===== config.mk =====
export PLATFORM = sky130hd
export DESIGN_NAME = dff_pipeline
export DESIGN_NICKNAME = d
export VERILOG_FILES = /design/src/rtl/dff_pkg.sv /design/src/rtl/dff_stage.sv /design/src/rtl/dff_pipeline.sv
export SDC_FILE = /design/constraint.sdc
export NUM_CORES = 1
export LEC_CHECK = 0
export ABC_AREA = 1
export BUFFER_PORTS_ARGS = -buffer_cell sky130_fd_sc_hd__buf_2
export CORE_UTILIZATION = 48
export CTS_BUF_LIST = sky130_fd_sc_hd__clkbuf_4
export DETAILED_ROUTE_END_ITERATION = 8
export GPL_TIMING_DRIVEN = 1
export PLACE_DENSITY = 0.79
export RECOVER_POWER = 25
export SYNTH_ARGS = -nofsm -noshare
export SYNTH_HDL_FRONTEND = slang
export SYNTH_SLANG_ARGS = --single-unit

===== constraint.sdc =====
create_clock -name clk -period 4.7 [get_ports clk]
set_input_delay 0.94 -clock clk [delete_from_list [all_inputs] [get_ports clk]]
set_output_delay 0.94 -clock clk [all_outputs]
set_load 0.02 [all_outputs]

===== src/rtl/dff_pkg.sv =====
// Shared definitions for the dff_pipeline delay line: the per-cycle operation
// encoding and the occupancy-count width helper.
package dff_pkg;

  typedef enum logic [1:0] {
    OP_HOLD  = 2'd0,
    OP_SHIFT = 2'd1,
    OP_LOAD  = 2'd2,
    OP_CLR   = 2'd3
  } op_e;

  // CNT_W for a given DEPTH: enough bits to hold 0..DEPTH inclusive.
  function automatic int cnt_w(input int depth);
    return $clog2(depth + 1);
  endfunction

endpackage


===== src/rtl/dff_stage.sv =====
// One pipeline stage: a WIDTH-bit data register plus its valid bit, driven by
// the operation decoded once at the top level.
module dff_stage
  import dff_pkg::*;
#(
  parameter int               WIDTH     = 8,
  parameter logic [WIDTH-1:0] RESET_VAL = '0
) (
  input  logic             clk,
  input  logic             rst,
  input  op_e              op,
  input  logic [WIDTH-1:0] shift_data,
  input  logic             shift_valid,
  input  logic [WIDTH-1:0] load_data,
  output logic [WIDTH-1:0] data,
  output logic             valid
);

  // NOTE: sequential state uses non-blocking assignments so every stage samples
  // its upstream neighbour's pre-edge value and the chain shifts by one place.
  always_ff @(posedge clk or posedge rst) begin
    if (rst) begin
      data  <= RESET_VAL;
      valid <= 1'b0;
    end else begin
      case (op)
        OP_CLR: begin
          data  <= RESET_VAL;
          valid <= 1'b0;
        end
        OP_LOAD: begin
          data  <= load_data;
          valid <= 1'b1;
        end
        OP_SHIFT: begin
          data  <= shift_data;
          valid <= shift_valid;
        end
        default: ;
      endcase
    end
  end

endmodule


===== src/rtl/dff_pipeline.sv =====
// WIDTH-bit, DEPTH-stage delay line with per-stage valid, clock enable,
// synchronous clear, parallel load and a registered occupancy count.
module dff_pipeline
  import dff_pkg::*;
#(
  parameter int               WIDTH     = 8,
  parameter int               DEPTH     = 4,
  parameter logic [WIDTH-1:0] RESET_VAL = '0
) (
  input  logic                      clk,
  input  logic                      rst,
  input  logic                      en,
  input  logic                      clr,
  input  logic                      load,
  input  logic [WIDTH-1:0]          d,
  input  logic                      d_valid,
  input  logic [DEPTH*WIDTH-1:0]    load_data,
  output logic [WIDTH-1:0]          q,
  output logic                      q_valid,
  output logic [DEPTH*WIDTH-1:0]    taps,
  output logic [cnt_w(DEPTH)-1:0]   fill_count,
  output logic                      full
);

  localparam int CNT_W = cnt_w(DEPTH);

  op_e              op;
  logic [WIDTH-1:0] stage_data [DEPTH];
  logic [DEPTH-1:0] stage_valid;

  // NOTE: op gets a default before the priority chain so no path through the
  // block leaves it unassigned, which would otherwise infer a latch.
  always_comb begin
    op = OP_HOLD;
    if (clr)       op = OP_CLR;
    else if (load) op = OP_LOAD;
    else if (en)   op = OP_SHIFT;
  end

  for (genvar i = 0; i < DEPTH; i++) begin : g_stage
    logic [WIDTH-1:0] sin;
    logic             vin;

    if (i == 0) begin : g_head
      assign sin = d;
      assign vin = d_valid;
    end else begin : g_body
      assign sin = stage_data[i-1];
      assign vin = stage_valid[i-1];
    end

    dff_stage #(
      .WIDTH     (WIDTH),
      .RESET_VAL (RESET_VAL)
    ) u_stage (
      .clk         (clk),
      .rst         (rst),
      .op          (op),
      .shift_data  (sin),
      .shift_valid (vin),
      .load_data   (load_data[i*WIDTH +: WIDTH]),
      .data        (stage_data[i]),
      .valid       (stage_valid[i])
    );

    assign taps[i*WIDTH +: WIDTH] = stage_data[i];
  end

  // On a shift the count moves by what enters minus what leaves; modular
  // arithmetic in CNT_W bits is exact because the result stays in 0..DEPTH.
  always_ff @(posedge clk or posedge rst) begin
    if (rst) begin
      fill_count <= '0;
    end else begin
      case (op)
        OP_CLR:   fill_count <= '0;
        OP_LOAD:  fill_count <= CNT_W'(DEPTH);
        OP_SHIFT: fill_count <= fill_count + CNT_W'(d_valid) - CNT_W'(stage_valid[DEPTH-1]);
        default:  ;
      endcase
    end
  end

  assign q       = stage_data[DEPTH-1];
  assign q_valid = stage_valid[DEPTH-1];
  assign full    = (fill_count == CNT_W'(DEPTH));

endmodule


# Word-level counts from Yosys, hierarchy flattened
# Cells that the tools add are included.
# word_totals
in_bits,46
regBits,39
output_inout_bits,45
latchBits,0
rom_bits,0
mem_bits_rw,0
word_cells,28
mem_count,0
# classes
addsub,2
shift,0
n_div,0
reduce_logical,1
n_lt_le_gt_ge,0
bitwise_logic,0
eq_ne,4
n_mux,12
mul,0
# op_table
op,count
$pmux 8 s3,4
$pmux 1 s3,4
$pmux 3 s3,1
$eq 2x2->1 const B,2
$mux 2,2
$add 3x1->3,1
$eq 3x3->1 const B,1
$reduce_bool 3->1,1
$sub 3x1->3,1
$eq 2x1->1 const B,1
$mux 1,1

# Depth between registers and ports, before layout
# depth
depth_word,5
ltp_mapped,11
ltp_nobuf,11

# By module
# Synthesis repeated with hierarchy kept, for this count alone.
# unflattened
cells_unflattened,345
hier_area_um2,2454.9
# modules_own_cells
module,cells_each,n_inst,area_per_inst_um2,seq_area_each_um2
dff_stage,74,4,526.8,225.2
dff_pipeline,49,1,347.8,75.1

# Worst setup path after synthesis
# No wires, ideal clock.
# synth_timing
kind,input to register
from,input port load
to,register g_stage[0].u_stage.data[0]
required_time_ns,4.577
arrival_time_ns,1.964
path_stages,8
setup_slack_ns,2.613
setup_time_ns,0.123
n_path_buf,1
path_cell_list,inv_1 a21oi_1 inv_1 ha_1 buf_2 a22o_1 nand2_1 o21ai_1
# synth_between
elab_chain_len,4
elab_cells_between_ends,7
# synth_lines
item,line,text
from (decl),dff_pipeline.sv:14,"input logic load,"
$mux 2 (*),dff_pipeline.sv:36,else if (load) op = OP_LOAD;
$mux 2 (*),dff_pipeline.sv:35,if (clr) op = OP_CLR;
$eq 2x1->1 / $eq 2x2->1 (equally long branches),dff_stage.sv:26,case (op)
$pmux 8 s3 / $reduce_bool 3->1 (equally long branches),n/a,
to (signal assigned),dff_stage.sv:32,data <= load_data;
to (signal assigned),dff_stage.sv:36,data <= shift_data;
to (decl),dff_stage.sv:15,"output logic [WIDTH-1:0] data,"
# Mark *: on every way between the ends. The rest lies on a longest branch, timed or not.
# A chain may end at the register's enable or synchronous reset.

==> reports/results.ini <==
[floorplanning]
core_mm2 = 0.00406
start_util_pct = 50.8
die_w_um = 67.5
rows = 23
fp.dieH_um = 67.5
die_area_mm2 = 0.00456
pin_count = 91

[worst_setup_path]
rr_endpoint = fill_count[2]$_DFFE_PP0P_
crit_type = input pin to asynchronous set/reset pin
slowest_delay_ns = 1.49
reg2reg_from = g_stage[3].u_stage.valid$_DFFE_PP0P_
critPathMaxFanout = 39
critPathArrivalTime_ns = 2.58
setup.worst_path.start_class = input pin
crit_required_ns = 4.76
worstPathCellList = buf_2 > inv_1 > clkbuf_1
ff2ff_path_depth = 10
end_kind = asynchronous set/reset pin
crit_slowest_cell = clkbuf_1
ff2ff_setup_slack_ns = 2.90

[yosys]
ys.flop_type = dfrtp_1
synth_top_family_by_area = compound AO/OA/AOI/OAI gates
post-synth-top-count-cell = nand2_1
synth_seq_cells = 39
synthAdderAreaFrac_pct = 4.00
syn_area_mm2 = 0.00206
synth_top_cell_by_area = dfrtp_1
synth_compound_area_share_pct = 21.7
synth_cell_type_count = 18
synth-edff-count = 0
async_flop_share_pct = 100
ys_warn_count = 0
synthMuxAreaShare_pct = 0
synthCells = 245
synth-simple-area-share_pct = 12.9
synth.avg_cell_area_um2 = 8.42
syn_nets = 297
ys_seq_area_share_pct = 47.3
synth_common_cells = nand2_1 (60), dfrtp_1 (39), o21ai_1 (39)
synth_top_cell_area_share_pct = 47.3
synth_area_leaders = dfrtp_1 (47%), nand2_1 (11%), o21ai_1 (9.5%)
synth_xor_area_share_pct = 0

[timing]
drv_slew = 40
fin_skew_ns = 0.00404
slew_headroom_pct = -39.8
holdWs_ns = 0.507
final.min_clock_period_ns = 2.52
worst_slew_pin_slew_ns = 2.10
clock.fmax_ghz = 0.397
setup_tns_ns = 0
grt_setup_unrepaired = no
finalSetupViolCount = 0
finalCritPeriodShare_pct = 53.6
hold_viol_final = 0

[layout]
n_antenna_cell = 0
stdcell_count = 374
drive_gt1_share_pct = 31.8
area_growth_pct = 21.8
nets = 375
final-seq-area_um2 = 976
multi_input_area_um2 = 796
post-route-util_pct = 61.9
nFillCells = 362

[global_route]
grt_pass1_wl_mm = 7.45
track_usage_pct = 22.7
grt_max_degree = 40
grt_pass1_vias = 1688
antenna_found_initial = 0
grt_overflow = 0

[job]
cap_violations = 1

[min_path]
min_to = g_stage[2].u_stage.valid$_DFFE_PP0P_
whs_path_depth = 2
hp-start = g_stage[2].u_stage.valid$_DFFE_PP0P_
hold_path.class = register to register

[route]
routed_wl_mm = 4.73
route.met3.wl_um = 360
met1Wirelength_mm = 2.09
first_pass_iters = 4
route.met2.wl_mm = 2.22
via_per_inst = 5.03
ant_nets = 0
maxUsedRoutingLayer = met4
drcViolationCount = 0
num_vias = 1880
wl_per_cell_um = 12.6
drt_iter0_drc = 69

[clocking]
root_buffer = clkbuf_4
cts_resized = 0
numCtsBuffers = 5
cts_hold_buf = 0
cts_setup_buffers = 0
htreeDepth = 2
clkTransAtPathRegs_ns = 0.11
cts.sinks = 39
clock_latency_ns = 0.35
cts_tree = built
clk_path_buf_depth = 2

[pwr]
power_density_mw_per_mm2 = 294
irDropWorstVdd_mv = 0.182
power_leakage_uw = 0.00133

[outcome]
status = finished, violations left
failed_checks = max-capacitance violations, max-slew violations

[placement]
place_congestion = 0.745
place_inst = 366
port_buffers = 90
dp_hpwl_mm = 3.28

[flip-flops by register name, indices dropped and copies added (netlist names)]
| register | count |
|---|---|
| fill_count | 3 |
| g_stage.u_stage.data | 32 |
| g_stage.u_stage.valid | 4 |
[power by group]
group / switching, uW / internal, uW
sequential: 11.2 / 353
combinational: 97.4 / 53.3
clock: 113 / 109
[cell usage in the layout (no fill, tap or decap), types with 2 or more instances in the layout]
cell type  synthesis  layout
clkbuf_4           0       5
nand2_1           60      60
o21ai_1           39      39
a21oi_1            5       5
inv_1             34      34
inv_2              3       3
o21ai_0           14      14
buf_2              7      90
dfrtp_1           39      39
ha_1               5       5
nand3_1            3       3
nor2_1             2       2
a22o_1            16      16
[per-layer routing]
layer / vias to the layer above / global-route usage [%]
li1: 940 / -
met1: 863 / 28.7
met2: 73 / 36.4
met3: 4 / 6.59
met4: 0 / 8.51
met5: - / 0
[stage by stage]
step	setup slack, ns	area (um^2)	total power, uW
2_1_floorplan	2.61	2060	477
3_3_place_gp	1.88	2440	520
3_5_place_dp	1.85	2440	523
4_1_cts	2.24	2510	743
5_1_grt	1.74	2510	775
6_report	2.18	2510	737
[worst max-delay path, delay by kind of cell]
family / cells / cell delay (ns)
buffers and inverters: 3 / 1.62
[cell families after synthesis]
family,Yosys count
fa+ha+maj,6
buf+inv,58
flops,39
simple gates,67
compound gates,75
[how the worst max path moves through the flow]
stage                     from                                      to  slack (ns)  cells after the start
after floorplan           load  g_stage[0].u_stage.data[0]$_DFFE_PP0P_        2.61                      8
after global placement    load               fill_count[1]$_DFFE_PP0P_        1.88                      7
after detailed placement  load  g_stage[1].u_stage.data[0]$_DFFE_PP0P_        1.85                      9
after CTS                 load  g_stage[1].u_stage.data[0]$_DFFE_PP0P_        2.24                      9
after global routing       rst  g_stage[0].u_stage.data[1]$_DFFE_PP0P_        1.74                      3
final                      rst    g_stage[2].u_stage.valid$_DFFE_PP0P_        2.18                      3
[area by class of cell]
cell class                 count  share of cell area, %
sequential                    39                   38.9
multi-input combinational    148                   31.7
timing repair buffer          92                   18.4
inverter                      37                   5.53
tap                           50                   2.49
clock inverter                 3                   1.54
clock buffer                   5                   1.49
Note: power is estimated with default switching activity, not from simulation.
